**src/rtl/fg_move_scheduler.sv**
```systemverilog
// Lane-move sequencer: buffers obstacle rows, decodes each to a gap lane, then emits lateral steps and one crossing action.
// Define FG_ROW_CHECK_EN to flag and drop malformed wall rows; the default build has no row check and ties err low.

module fg_move_scheduler #(
    parameter int FIFO_DEPTH = 4,
    parameter int PTR_W      = 2
) (
    input  logic       clk,
    input  logic       rst_n,
    input  logic       start,
    input  logic [2:0] guy,
    input  logic       in_valid,
    input  logic       in_last,
    output logic       in_ready,
    input  logic [1:0] in0,
    input  logic [1:0] in1,
    input  logic [1:0] in2,
    input  logic [1:0] in3,
    input  logic [1:0] in4,
    input  logic [1:0] in5,
    input  logic [1:0] in6,
    input  logic [1:0] in7,
    output logic       out_valid,
    output logic [1:0] out,
    output logic [2:0] pos,
    output logic       busy,
    output logic       done,
    output logic       err
);

    typedef enum logic [1:0] {S_IDLE, S_FETCH, S_MOVE, S_CROSS} state_e;

    typedef enum logic [1:0] {
        MV_WALK  = 2'd0,
        MV_RIGHT = 2'd1,
        MV_LEFT  = 2'd2,
        MV_JUMP  = 2'd3
    } move_e;

    localparam logic [1:0] LANE_EMPTY = 2'd0;
    localparam logic [1:0] LANE_LOW   = 2'd1;
    localparam logic [1:0] LANE_WALL  = 2'd3;

    typedef struct packed {
        logic        last;
        logic [15:0] lanes;
    } row_t;

    function automatic logic [1:0] lane_of(input logic [15:0] lanes, input logic [2:0] idx);
        return lanes[{idx, 1'b0} +: 2];
    endfunction

    function automatic move_e cross_move(input logic [1:0] lane_type);
        return (lane_type == LANE_LOW) ? MV_JUMP : MV_WALK;
    endfunction

    // ------------------------------------------------------------------
    // Row FIFO
    // ------------------------------------------------------------------
    row_t             mem_q [FIFO_DEPTH];
    logic [PTR_W-1:0] wr_ptr_q, wr_ptr_d;
    logic [PTR_W-1:0] rd_ptr_q, rd_ptr_d;
    logic [PTR_W:0]   count_q, count_d;
    logic             full, empty, push, pop;
    row_t             in_row, head;

    state_e           state_q, state_d;
    logic [2:0]       pos_q, pos_d;
    logic [2:0]       gap_q, gap_d;
    logic [1:0]       type_q, type_d;
    logic             last_q, last_d;
    logic             out_valid_q, out_valid_d;
    move_e            out_q, out_d;
    logic             done_q, done_d;
    logic             err_q, err_d;

    assign in_row   = {in_last, in7, in6, in5, in4, in3, in2, in1, in0};
    assign head     = mem_q[rd_ptr_q];
    assign full     = (count_q == (PTR_W+1)'(FIFO_DEPTH));
    assign empty    = (count_q == '0);
    assign in_ready = (state_q != S_IDLE) && !full;
    assign push     = in_valid && in_ready;

    always_comb begin
        wr_ptr_d = wr_ptr_q + PTR_W'(push);
        rd_ptr_d = rd_ptr_q + PTR_W'(pop);
        count_d  = count_q + (PTR_W+1)'(push) - (PTR_W+1)'(pop);
    end

    // NOTE: row storage is not reset; flushing the pointers and count makes stale entries unreachable.
    always_ff @(posedge clk) begin
        if (push) begin
            mem_q[wr_ptr_q] <= in_row;
        end
    end

    // ------------------------------------------------------------------
    // Head-row decode
    // ------------------------------------------------------------------
    logic       any_wall;
    logic [3:0] open_cnt;
    logic [2:0] low_gap;
    logic [2:0] dec_gap;
    logic [1:0] dec_type;
    logic       dec_bad;

    // NOTE: every variable is given a default before any branch, so no path can infer a latch.
    always_comb begin
        any_wall = 1'b0;
        open_cnt = '0;
        low_gap  = '0;
        // Scanning downward leaves the lowest-index open lane in low_gap.
        for (int i = 7; i >= 0; i--) begin
            if (head.lanes[2*i +: 2] == LANE_WALL) begin
                any_wall = 1'b1;
            end else begin
                open_cnt = open_cnt + 4'd1;
                low_gap  = 3'(i);
            end
        end

        dec_gap  = pos_q;
        dec_type = lane_of(head.lanes, pos_q);
        dec_bad  = 1'b0;
        if (any_wall) begin
`ifdef FG_ROW_CHECK_EN
            dec_bad  = (open_cnt != 4'd1);
            dec_gap  = low_gap;
            dec_type = lane_of(head.lanes, low_gap);
`else
            if (open_cnt != 4'd0) begin
                dec_gap  = low_gap;
                dec_type = lane_of(head.lanes, low_gap);
            end else begin
                dec_type = LANE_EMPTY;
            end
`endif
        end
    end

    // ------------------------------------------------------------------
    // Sequencer: registered outputs describe the move shown this cycle
    // ------------------------------------------------------------------
    always_comb begin
        state_d     = state_q;
        pos_d       = pos_q;
        gap_d       = gap_q;
        type_d      = type_q;
        last_d      = last_q;
        out_valid_d = 1'b0;
        out_d       = MV_WALK;
        done_d      = 1'b0;
        err_d       = 1'b0;
        pop         = 1'b0;

        unique case (state_q)
            S_IDLE: begin
                if (start) begin
                    pos_d   = guy;
                    state_d = S_FETCH;
                end
            end

            S_FETCH: begin
                if (!empty) begin
                    pop    = 1'b1;
                    gap_d  = dec_gap;
                    type_d = dec_type;
                    last_d = head.last;
                    if (dec_bad) begin
                        err_d   = 1'b1;
                        done_d  = head.last;
                        state_d = head.last ? S_IDLE : S_FETCH;
                    end else if (dec_gap != pos_q) begin
                        state_d     = S_MOVE;
                        out_valid_d = 1'b1;
                        out_d       = (dec_gap > pos_q) ? MV_RIGHT : MV_LEFT;
                        pos_d       = (dec_gap > pos_q) ? pos_q + 3'd1 : pos_q - 3'd1;
                    end else begin
                        state_d     = S_CROSS;
                        out_valid_d = 1'b1;
                        out_d       = cross_move(dec_type);
                    end
                end
            end

            S_MOVE: begin
                out_valid_d = 1'b1;
                if (pos_q == gap_q) begin
                    state_d = S_CROSS;
                    out_d   = cross_move(type_q);
                end else begin
                    out_d = (gap_q > pos_q) ? MV_RIGHT : MV_LEFT;
                    pos_d = (gap_q > pos_q) ? pos_q + 3'd1 : pos_q - 3'd1;
                end
            end

            S_CROSS: begin
                done_d  = last_q;
                state_d = last_q ? S_IDLE : S_FETCH;
            end

            default: state_d = S_IDLE;
        endcase
    end

    // NOTE: non-blocking assignments so every flop samples the pre-edge values together.
    always_ff @(posedge clk) begin
        if (rst_n) begin
            state_q     <= S_IDLE;
            wr_ptr_q    <= '0;
            rd_ptr_q    <= '0;
            count_q     <= '0;
            pos_q       <= '0;
            gap_q       <= '0;
            type_q      <= '0;
            last_q      <= 1'b0;
            out_valid_q <= 1'b0;
            out_q       <= MV_WALK;
            done_q      <= 1'b0;
            err_q       <= 1'b0;
        end else begin
            state_q     <= state_d;
            wr_ptr_q    <= wr_ptr_d;
            rd_ptr_q    <= rd_ptr_d;
            count_q     <= count_d;
            pos_q       <= pos_d;
            gap_q       <= gap_d;
            type_q      <= type_d;
            last_q      <= last_d;
            out_valid_q <= out_valid_d;
            out_q       <= out_d;
            done_q      <= done_d;
            err_q       <= err_d;
        end
    end

    assign out_valid = out_valid_q;
    assign out       = out_q;
    assign pos       = pos_q;
    assign busy      = (state_q != S_IDLE);
    assign done      = done_q;
    assign err       = err_q;

endmodule

```
**config.mk**
```make
export PLATFORM = sky130hd
export DESIGN_NAME = fg_move_scheduler
export DESIGN_NICKNAME = d
export VERILOG_FILES = /design/src/rtl/fg_move_scheduler.sv
export SDC_FILE = /design/constraint.sdc
export NUM_CORES = 1
export LEC_CHECK = 0
export CORE_UTILIZATION = 52
export CTS_CLUSTER_DIAMETER = 100
export DETAILED_ROUTE_END_ITERATION = 10
export DONT_BUFFER_PORTS = 1
export PLACE_DENSITY = 0.65
export RECOVER_POWER = 25
export SETUP_SLACK_MARGIN = 0.4
export SLEW_MARGIN = 20
export SYNTH_ARGS = -nofsm -noshare
export SYNTH_HDL_FRONTEND = slang
export SYNTH_SLANG_ARGS = --single-unit
export TNS_END_PERCENT = 10
```
**constraint.sdc**
```tcl
create_clock -name clk -period 9.3 [get_ports clk]
set_input_delay 0.465 -clock clk [delete_from_list [all_inputs] [get_ports clk]]
set_output_delay 0.465 -clock clk [all_outputs]
set_load 0.005 [all_outputs]
```
; Word-level counts from Yosys, hierarchy flattened
; Memory sizes are Yosys's and may differ from the RTL's. A register that Yosys moved wholly into a read port is not among the register bits.
; Cells that the tools add are included.
[word_totals]
ff_bits = 22
ram_bits = 68
wordCells = 119
n_memories = 1
[classes]
addsub = 13
magnitude_cmp = 2
n_eq_ne = 21
n_shift = 2
mux = 55
bitwise = 2
n_reduce_logical = 12
[mem_list]
columns = memory, words, width, read_ports, rd_clocked_by_memory_dff, wr, line_no
row1 = mem_q, 4, 17, 1, 1, 1, 60  ; row_t mem_q [FIFO_DEPTH];
[op_table]
columns = operator, n
row1 = $mux W3, 16
row2 = $shiftx A16 B5 Y2, 2
row3 = $add A4 B1 Y4 const B, 7
row4 = $mux W4, 7
row5 = $mux W2, 13
row6 = $eq A2 B2 Y1 const B, 10
row7 = $mux W1, 15
row8 = $ne A2 B2 Y1 const B, 5
row9 = $pmux W3 S3, 1
row10 = $pmux W2 S4, 1
row11 = $eq A2 B1 Y1 const B, 3
row12 = $gt A3 B3 Y1, 2
row13 = $reduce_and A5 Y1, 1
row14 = $add A2 B1 Y2, 2
row15 = $pmux W2 S2, 1
row16 = $reduce_bool A4 Y1, 1
row17 = $add A3 B1 Y3, 1
row18 = $add A3 B1 Y3 const B, 1
row19 = $eq A3 B3 Y1, 1
row20 = $eq A3 B3 Y1 const B, 1
row21 = $logic_not A3 Y1, 1
row22 = $ne A3 B3 Y1, 1
row23 = $reduce_and A3 Y1, 1
row24 = $reduce_bool A3 Y1, 1
row25 = other kinds (10), 12

; Longest topological paths before layout
; Gate-level depths: netlist (run 1).
[depth]
ltp_word = 24
depth_mapped = 39

; Least setup slack after synthesis (run 1)
; Ideal clock, no wire load.
[synth_path]
path_type = register to register
from = register, netlist name rd_ptr_q[0]
to = register pos_q[2], in the netlist pos[2]
setup_time_ps = 65
arrival_ps = 7429
required_time_ps = 9235
setup_slack_ps = 1806
path_stages_with_launch = 37
synth_period_minus_slack_ps = 7494
path_cell_list = dfxtp_1 buf_6 buf_4 mux4_2 and2_1 ha_1 xnor2_1 ha_1 a21oi_1 a31o_2 inv_1 ha_1 nand2_1 o21ai_0 ha_1 nand2_1 o221ai_1 ha_1 nand2_1 a21bo_2 ha_1 xnor3_1 or4_4 o21ai_2 a311oi_2 o21ai_2 mux2_4 ha_1 nor2b_1 o21ai_0 a21o_1 mux2i_1 xnor2_1 a22oi_1 a211oi_1 a21oi_1 nor2_1
[synth_rtl]
columns = element, line_no
row1 = "end signal, assigned", 227  ; pos_q <= pos_d;
row2 = "end, declared", 68  ; logic [2:0] pos_q, pos_d;

==> results, run 1 <==
- The run finished with clean final reports.
- The area growth from synthesis to layout is 6.580%.
- Setup total negative slack on the finished layout was measured at 0 ns.
- 0 antenna diodes ended up in the layout.
- The die is slightly below 100 µm tall.
- In the global route stage, overall resource usage came out at 0.1954.
- Ranked by total cell area, the synthesized netlist is headed by edfxtp_1, dfxtp_1, mux4_2, ha_1, xnor2_1.
- The root buffer selected by CTS is clkbuf_8.
- In the synthesized netlist the dominant register cell turns out to be edfxtp_1.
- The number of buffers and inverters on the critical path is 2.
- In this run, distinct cell masters in the synthesized netlist total between 60 and 70.
- The die covers around 9800 µm².
- The first global-routing pass estimated approximately 15000 µm of wire.
- The maximum achievable frequency is roughly 0.12 GHz.
- The post-detailed-route wirelength per cell is around 18 µm.
- Of the post-synthesis cell area, the dominant cell type holds 0.4162.
- Counting flops with an async set or reset pin after synthesis yields a share of 0.
- Once detailed placement completed, the half-perimeter wirelength came to 6605 µm.
- The family of cells with the greatest summed delay on the critical path is compound AO/OA/AOI/OAI gates.
- The data arrival time at the worst-slack endpoint is 8.51 ns.
- Wires add up to 9062 µm.
- The clock latency at the later pin of the worst-skew pair is about 0.34 ns.
- The count of flip-flops with a built-in enable after synthesis is 68.
- Once the clock tree was built, the resizer swapped 0 gates to a different size.
- The class of the tightest hold or removal check is input port to register.
- In the final routing, the length of wire on met1 measures between 4000 and 5000 µm.
- At the end of routability-driven placement, the weighted congestion stood at around 0.87.
- During synthesis, Yosys emitted a total of 0 warnings.
- After the last flow step, the layout net total stands at 436.
- The detailed router finished its first iteration with between 150 and 200 violations.
- The total count of max-transition violations in the final report is 0.
- The highest signal layer in the routed design is met4.
- The final critical path time including I/O delays and setup is approximately 8.2 ns.
- The met3 wire length is 499 µm.
- After technology mapping, the gate count stands at roughly 380.
- The count of final hold-check violations came to 0.
- The first detailed-routing pass took 5 iterations.
- The share of the Yosys chip area taken by registers is 0.5060.
- The critical path in this run is classified as register to register.
- No sink is reached through more buffers than the 2 on the longest clock path.
- The library cell with the largest summed area after synthesis is edfxtp_1.
- The number of antenna violations at the first check in global routing is 0.
- The number of fillers in the final layout is ~750.
- The total area inside the core boundary comes to between 9000 and 10000 µm².
- In this run the cell area of the synthesized design comes to between 4000 and 5000 µm².
- In this run the worst path has a maximum fanout of 10.
- Clock-pin slew was measured on the worst setup and hold paths at around 0.090 ns.
- Using the TritonRoute via totals, the vias-per-cell ratio works out to about 6.
- The cell that appears most often on the critical path is ha_1.
- The overall overflow remaining after global route is 0.
- Dividing the final minimum period by the clock period gives 0.8847.
- On the final layout, the worst clock skew is 0.009755 ns.
- Buffers added to address setup during post-CTS repair amount to 0.
- The number of max-capacitance violations reported is 0.
- The count of hold-fix buffers inserted at cts is 0.
- The top-level I/O count is 34.
- The deepest level of the CTS H-tree is 3.
- Setup violations remaining at the end of the flow were counted as 0.
- The startpoint type of the worst setup path is a register.
- At the worst endpoint, the required time is about 9.6 ns.
- The net count after synthesis is between 400 and 500.
- The number of global-route vias before repair is 2996.
- The row count is 35.
- The count of state elements after synthesis is 90.
- The sum of met2 wire segment lengths after detailed routing is around 4300 µm.
- The overall die width is slightly below 100 µm.
- The worst-case headroom to the max-slew limit is 0.3716.
- The number of nets with antenna violations after detailed routing is 0.
- In this design, the stage delay of the slowest critical-path cell is roughly 0.73 ns.
- The total via count in the routed design is approximately 3000.
- In this run, CTS created clock tree buffers numbering 9.
- In this run the tool buffered the top-level ports with 0 buffer cells.
- The worst setup path is captured at a register.
- For the pin with the worst max-slew slack, the measured transition is approximately 0.94 ns.
- The initial utilization of the core area, before any placement, comes to 0.5335.
- The clock tree from TritonCTS is built.
- The slowest stage of the critical path belongs to the cell dfxtp_1.
- In the routed design, unresolved DRC markers number 0.
- Setup repair after global routing left no endpoint under its margin.
- Counting every sink on the clock net gives 90.
- Entering global routing, the biggest net connects 21 pins.
- The share of cells above drive strength 1 is 0.1542.
- Averaged over all synthesized cells, the footprint is approximately 13 µm².
kinds of logic after synthesis:
family,synth area share
compound gates,0.1186
xor+xnor,0.04591
fa+ha+maj,0.07294
buf+inv,0.03239
flops,0.5060
mux,0.1201
other cells,0.0007644
simple gates,0.1033
final timing paths:
| kind | from | endpoint | slack [ns] | cells after the start |
|---|---|---|---|---|
| worst min-delay path | rst_n | type_q[1] | 0.18 | 1 |
| worst max register to register | rd_ptr_q[0] | pos[2] | 1.07 | 34 |
| worst min register to register | last_q | done | 0.46 | 2 |
| worst max-delay path | rd_ptr_q[0] | pos[2] | 1.07 | 34 |
layout by cell type, fill, tap and decap left out, types with 4 or more instances in the layout:
cell / synthesis / routed
nand3_1: 9 / 9
clkbuf_8: 0 / 9
xnor2_1: 12 / 12
nand4_1: 4 / 4
inv_1: 20 / 20
edfxtp_1: 68 / 68
a21boi_0: 4 / 4
nor2b_1: 9 / 9
ha_1: 27 / 27
xor2_1: 4 / 4
dfxtp_1: 22 / 22
and3_1: 4 / 4
a21oi_1: 13 / 13
a211oi_1: 7 / 7
buf_4: 2 / 4
mux2i_1: 6 / 6
o21ai_0: 13 / 13
a21o_1: 5 / 5
nor2_1: 26 / 26
mux4_2: 18 / 18
nand2_1: 27 / 27
and2_1: 4 / 4
cells in the mapped netlist (5+ instances only):
| library cell | number |
|---|---|
| mux4_2 | 18 |
| edfxtp_1 | 68 |
| xnor2_1 | 12 |
| nor2_1 | 26 |
| clkbuf_1 | 7 |
| ha_1 | 27 |
| inv_1 | 20 |
| o21ai_0 | 13 |
| dfxtp_1 | 22 |
| mux2i_1 | 6 |
| nand2_1 | 27 |
| a21o_1 | 5 |
| nand3_1 | 9 |
| a21oi_1 | 13 |
| nor2b_1 | 9 |
| a211oi_1 | 7 |
area by class of cell:
type	instances	area, µm²	share of cell area
multi-input combinational	257	2292	0.4384
tap	111	138.9	0.02656
inverter	22	82.58	0.01579
sequential	90	2482	0.4748
clock inverter	6	75.07	0.01436
timing repair buffer	4	30.03	0.005743
clock buffer	10	127.6	0.02441
state kept, by name (all words and copies together) (netlist names), 2 cells and up:
signal and flops:
count_q 3, gap_q 3, mem_q 68, out 2, pos 3, rd_ptr_q 2
state_q 2, type_q 2, wr_ptr_q 2
layer usage:
layer | track usage | vias to the layer above
met1 | 0.2578 | 1477
met2 | 0.3222 | 68
li1 | - | 1459
met5 | 0 | -
met4 | 0.06787 | 0
met3 | 0.04357 | 10
metrics by stage:
step	setup WS (ns)	util	cell area, µm²	hold slack [ns]	cells
final	1.072	0.5686	5229	0.1821	500
after detailed placement	1.099	0.5465	5026	0.4543	484
after floorplan	1.806	-	4906	0.4224	383
after CTS	1.057	0.5686	5229	0.1547	500
after global placement	1.300	0.5465	5026	0.4497	484
after global routing	0.4123	0.5686	5229	0.1528	500
Power of run 1 is left out: the tool's default activity adds up to more than one toggle a clock period on the data nets, which glitch-free logic cannot reach.
==> inputs of run 2 (changes only) <==
--- a/config.mk
+++ b/config.mk
@@ -5,11 +5,13 @@
 export SDC_FILE = /design/constraint.sdc
 export NUM_CORES = 1
 export LEC_CHECK = 0
+export CELL_PAD_IN_SITES_DETAIL_PLACEMENT = 1
+export CELL_PAD_IN_SITES_GLOBAL_PLACEMENT = 1
 export CORE_UTILIZATION = 52
 export CTS_CLUSTER_DIAMETER = 100
 export DETAILED_ROUTE_END_ITERATION = 10
 export DONT_BUFFER_PORTS = 1
-export PLACE_DENSITY = 0.65
+export PLACE_DENSITY = 0.77
 export RECOVER_POWER = 25
 export SETUP_SLACK_MARGIN = 0.4
 export SLEW_MARGIN = 20
==> results, run 2 (synthesis results as in run 1) <==
- Setup repair after global routing left no endpoint under its margin.
- The post-cts resize count was 0 (unchanged).
- The number of max-capacitance violations reported is 0 (unchanged).
- The transition time at the pin with the least slew margin is 0.9688 ns (+0.02720 ns).
- The top-level I/O count is 34 (unchanged).
- TritonCTS built the clock tree.
- The HPWL reported at the end of detailed placement is 8032 µm (+22%).
- The placer congestion estimate is 0.8414 (-3.7%).
- The overall track demand over capacity in global routing came to 0.2409 (+0.04544).
- The count of input and output buffers is 0 (unchanged).
- The number of antenna cells inserted is 0 (unchanged).
- The post-detailed-route wirelength per cell was 21.90 µm (+21%).
- In this run the worst hold path is classified as input port to register.
- The data arrival time at the worst-slack endpoint came to 8.54 ns (+0.03 ns).
- The total via count in the routed design is 3121 (+3.6%).
- The number of fillers in the final layout was 923 (+23%).
- The tree is rooted in a clkbuf_8.
- The floorplan die area is 9827 µm² (unchanged).
- The largest fanout of any net on the critical path was 12 (+2).
- The worst setup path is launched from a register.
- The slowest stage of the critical path belongs to the cell dfxtp_2.
- The overall overflow remaining after global route was 0 (unchanged).
- The CTS buffer count is 9 (unchanged).
- The critical path launch point is rd_ptr_q[0].
- The mean number of vias per cell is 6.242 (+3.6%).
- The row count is 35 (unchanged).
- The deepest clock path buffer count is 2 (unchanged).
- The number of global-route vias before repair is 3368 (+12%).
- The first-pass GRT wire length is 17690 µm (+20%).
- Leaving out fill and tap cells, the most frequent cell in the layout is edfxtp_1.
- The clock latency at the later pin of the worst-skew pair is 0.37 ns (+0.03 ns).
- Compared with the post-synthesis result, the final layout area differs by 7.014%.
- The count of final hold-check violations is 0 (unchanged).
- The clock net sink count is 90 (unchanged).
- The buffers inserted during post-CTS setup optimization is 0 (unchanged).
- The number of DRC violations after detailed routing is 0 (unchanged).
- The critical path is of the register to register type.
- The portion of the clock cycle consumed by the worst path in the final layout is 0.8853 (about the same).
- Counting flops per register, the top entry is mem_q.
- The register clock-pin slew on the reported worst setup and hold paths is 0.10 ns (about the same).
- The routed wire length was 10950 µm (+21%).
- The maximum achievable frequency came to 0.1215 GHz (about the same).
- The final sum of negative setup slack was 0 ns (unchanged).
- The number of optimization iterations in the first detailed-route pass is 4 (-1).
- The number of flip-flops under the largest register name was 68 (unchanged).
- The final critical path time including I/O delays and setup is 8.234 ns (+0.005810 ns).
- The type of destination of the critical path is a register.
- The area taken by flip-flops and latches is 2484 µm² (about the same).
- The run finished with clean final reports.
- The initial DRC count came to 117 (-34%).
- The endpoint required time on the critical path is 9.61 ns (+0.03 ns).
- The number of nets with antenna violations after detailed routing is 0 (unchanged).
- The origin of the worst min-delay path is rst_n.
- The initial standard-cell utilization of the core is 0.5335 (unchanged).
- The overall die width was 99.13 µm (unchanged).
- The number of antenna violations at the first check in global routing is 0 (unchanged).
- The final net count is 436 (unchanged).
- The share of cells above drive strength 1 was 0.1594 (+0.005141).
- The post-route clock skew is 0.01496 ns (+0.005206 ns).
- The worst-case headroom to the max-slew limit is 0.3534 (-0.01815).
- The footprint of the multi-input gates is 2298 µm² (+0.27%).
- The deepest level of the CTS H-tree is 3 (unchanged).
- The most prevalent standard cell on the critical path is ha_1.
- The area inside the core boundary is 9196 µm² (unchanged).
- The pin count of the biggest net entering global routing is 21 (unchanged).
- The startpoint identified for the worst register-to-register timing path is rd_ptr_q[0].
- In the layout the commonest cells are edfxtp_1, nand2_1, ha_1.
- The count of hold-fix buffers inserted at cts is 0 (unchanged).
- The total count of max-transition violations in the final report was 0 (unchanged).
- The final setup violation count is 0 (unchanged).
- The stage delay of the slowest cell on the critical path was 0.59 ns (-0.14 ns).
- The die extent in y is 99.13 µm (unchanged).
[run 2: cell types whose count changed in the layout (fill, tap and decap cells not counted), sizes merged]
cell | before | now
clkinvlp | 1 | 0
inv | 24 | 26
clkbuf | 10 | 9
[run 2: critical path: cells and delay by family, from the launching register on]
family / cells / cell delay [ns]
flops: 1 / 0.59
xor+xnor: 3 / 0.82
compound gates: 13 / 2.22
simple gates: 7 / 1.17
buf+inv: 1 / 0.05
fa+ha+maj: 7 / 2.15
mux: 3 / 1.17
[run 2: cell type report]
class / instances / area share
clock buffers: 9 / 0.02359
clock inverters: 7 / 0.01764
inverters: 22 / 0.01573
multi-input cells: 257 / 0.4378
flip-flops and latches: 90 / 0.4731
well taps: 111 / 0.02645
repair buffers: 4 / 0.005720
[run 2: path summary, 6_finish.rpt]
check | endpoint | depth (start not counted) | slack [ns]
setup / recovery | pos[2] | 34 | 1.07
hold reg to reg | done | 2 | 0.47
setup reg to reg | pos[2] | 34 | 1.07
hold / removal | type_q[1] | 1 | 0.15
[run 2: layer usage]
| metal | up-vias | share of wire | global-route usage |
|---|---|---|---|
| met1 | 1600 | 0.43 | 0.3064 |
| met4 | 0 | 0.013 | 0.07466 |
| li1 | 1459 | - | - |
| met2 | 51 | 0.52 | 0.4207 |
| met5 | - | 0 | 0 |
| met3 | 11 | 0.033 | 0.04568 |
[run 2: metrics by stage]
stage | utilization | worst slack (ns) | std cells | instance area, µm² | hold slack, ns
after floorplan | - | 1.806 | 383 | 4906 | 0.4224
final | 0.5709 | 1.066 | 500 | 5250 | 0.1540
after detailed placement | 0.5472 | 0.8599 | 484 | 5032 | 0.4608
after global placement | 0.5472 | 1.286 | 484 | 5032 | 0.4470
after CTS | 0.5707 | 0.7700 | 500 | 5249 | 0.1336
after global routing | 0.5709 | 0.4685 | 500 | 5250 | 0.1294
Power of run 2 is left out for the same reason.
==> inputs of run 3 (changes only) <==
--- a/config.mk
+++ b/config.mk
@@ -11,7 +11,7 @@
 export CTS_CLUSTER_DIAMETER = 100
 export DETAILED_ROUTE_END_ITERATION = 10
 export DONT_BUFFER_PORTS = 1
-export PLACE_DENSITY = 0.77
+export PLACE_DENSITY = 0.8
 export RECOVER_POWER = 25
 export SETUP_SLACK_MARGIN = 0.4
 export SLEW_MARGIN = 20
==> results, run 3 (synthesis results as in run 1) <==
- The flow ran to the end, and the final reports show no timing, DRC or antenna violations.
- The top cell types in the final layout, fill and taps aside, are edfxtp_1, nand2_1, ha_1.
- The mean number of vias per cell is 6.228 (-0.23%).
- The type of destination of the critical path is a register.
- The area growth from synthesis to layout is 5.993%.
- The number of standard cells in the final layout excluding fillers is 501 (+0.20%).
- The top-level I/O count is 34 (unchanged).
- The buffers inserted during post-CTS setup optimization is 0 (unchanged).
- The pin count of the biggest net entering global routing is 21 (unchanged).
- The number of flip-flops under the largest register name was 68 (unchanged).
- The area inside the core boundary was 9196 µm² (unchanged).
- In this run the critical register-to-register path is launched from rd_ptr_q[1].
- The largest fanout of any net on the critical path is 18 (+6).
- The total via count in the routed design is 3120 (-0.032%).
- The largest register by flop count is mem_q.
- The endpoint of the most critical register-to-register path is pos[2].
- The row count is 35 (unchanged).
- The maximum achievable frequency was 0.1187 GHz (-2.2%).
- The placer congestion estimate is 0.8534 (+1.4%).
- The number of antenna violations at the first check in global routing came to 0 (unchanged).
- The reg-to-reg setup timing slack came to 0.88 ns (-0.19 ns).
- The root buffer selected by CTS is clkbuf_8.
- The post-route clock skew is 0.01280 ns (-0.002159 ns).
- The register clock-pin slew on the reported worst setup and hold paths was 0.10 ns (about the same).
- The post-detailed-route wirelength per cell is 22.10 µm (+0.94%).
- The instance count after placement with tap cells included is 485 (+0.21%).
- The stage delay of the slowest cell on the critical path was 0.90 ns (+0.31 ns).
- The deepest level of the CTS H-tree is 3 (unchanged).
- The critical path is of the register to register type.
- The die extent in y was 99.13 µm (unchanged).
- The commonest non-fill, non-tap cell in the layout is edfxtp_1.
- The routed wire length came to 11070 µm (+1.1%).
- The overall overflow remaining after global route came to 0 (unchanged).
- The final sum of negative setup slack is 0 ns (unchanged).
- The number of antenna cells inserted is 0 (unchanged).
- The count of input and output buffers is 0 (unchanged).
- The clock net sink count is 90 (unchanged).
- The overall die width was 99.13 µm (unchanged).
- TritonCTS built the clock tree.
- The count of final hold-check violations is 0 (unchanged).
- The initial standard-cell utilization of the core is 0.5335 (unchanged).
- The number of optimization iterations in the first detailed-route pass is 4 (unchanged).
- The overall track demand over capacity in global routing is 0.2363 (-0.004602).
- The largest individual stage delay along the critical path comes from the cell dfxtp_1.
- The deepest clock path buffer count is 2 (unchanged).
- The worst reg2reg path depth came to 34 (unchanged).
- The critical path launch point is rd_ptr_q[1].
- The number of max-capacitance violations reported was 0 (unchanged).
- Setup repair after global routing left no endpoint under its margin.
- The floorplan die area is 9827 µm² (unchanged).
- The worst-case headroom to the max-slew limit was 0.4170 (+0.06360).
- The share of cells above drive strength 1 is 0.1590 (-0.0004087).
- The transition time at the pin with the least slew margin is 0.8733 ns (-0.09556 ns).
- The number of nets with antenna violations after detailed routing is 0 (unchanged).
- The final critical path time including I/O delays and setup came to 8.421 ns (+0.1876 ns).
- The count of hold-fix buffers inserted at cts came to 0 (unchanged).
- The CTS buffer count is 9 (unchanged).
- The first-pass GRT wire length is 17440 µm (-1.4%).
- Among the stages of the critical path, the cell type that occurs most often is ha_1.
- The final net count is 437 (+0.23%).
- The class of the tightest hold or removal check is input port to register.
- STA classifies the critical path startpoint as a register.
- The data arrival time at the worst-slack endpoint is 8.72 ns (+0.18 ns).
- The number of global-route vias before repair is 3362 (-0.18%).
- The endpoint required time on the critical path is 9.59 ns (-0.02 ns).
- The final setup violation count came to 0 (unchanged).
- The endpoint of the most critical setup path is pos[2].
- The portion of the clock cycle consumed by the worst path in the final layout is 0.9055 (+0.02017).
- The initial DRC count came to 143 (+22%).
- The total count of max-transition violations in the final report is 0 (unchanged).
- The clock latency at the later pin of the worst-skew pair is 0.35 ns (-0.02 ns).
- The HPWL reported at the end of detailed placement came to 8024 µm (about the same).
- The number of DRC violations after detailed routing is 0 (unchanged).
## run 3: final cells by class
cell class                      count  area, µm²
Multi-Input combinational cell    257       2280
Clock inverter                      6      50.05
Sequential cell                    90       2484
Fill cell                         909       3996
Clock buffer                       10      127.6
Tap cell                          111      138.9
Timing Repair Buffer                5      37.54
Inverter                           22      82.58
## run 3: worst min path at each step
| stage | from | endpoint | cells after the start | slack, ns |
|---|---|---|---|---|
| final | rst_n | pos[1] | 1 | 0.17 |
| after global routing | rst_n | pos[1] | 1 | 0.14 |
| after CTS | rst_n | pos[2] | 1 | 0.16 |
| after detailed placement | last_q | done | 2 | 0.46 |
| after global placement | type_q[0] | type_q[0] | 2 | 0.45 |
| after floorplan | last_q | done | 2 | 0.42 |
## run 3: worst max-delay path: cells and delay by family (launching register included)
family	cells	cell delay, ns
buffers and inverters	1	0.05
muxes	3	1.05
adders and majority gates	7	2.14
DFF	1	0.90
and+or+nand+nor	7	1.17
xor gates and xnor gates	3	0.81
AOI/OAI and AO/OA	13	2.23
## run 3: metrics by stage
| stage | setup slack, ns | hold WS (ns) | cell area [µm²] | utilization |
|---|---|---|---|---|
| 6_report | 0.8787 | 0.1720 | 5200 | 0.5654 |
| 2_1_floorplan | 1.806 | 0.4224 | 4906 | - |
| 4_1_cts | 0.7849 | 0.1558 | 5199 | 0.5653 |
| 3_3_place_gp | 1.209 | 0.4549 | 5021 | 0.5460 |
| 3_5_place_dp | 0.8117 | 0.4639 | 5021 | 0.5460 |
| 5_1_grt | 0.4609 | 0.1407 | 5200 | 0.5654 |
## run 3: layer usage
metal,part of all wire,track usage
met1,0.45,0.3051
met2,0.49,0.4083
met3,0.039,0.04849
met4,0.013,0.06561
met5,0,0
## run 3: what timing repair did
item,4_1_cts,5_1_grt
setup endpoints to repair,0,1
resized for setup,0,1
hold endpoints to repair,0,0
Power of run 3 is left out for the same reason.
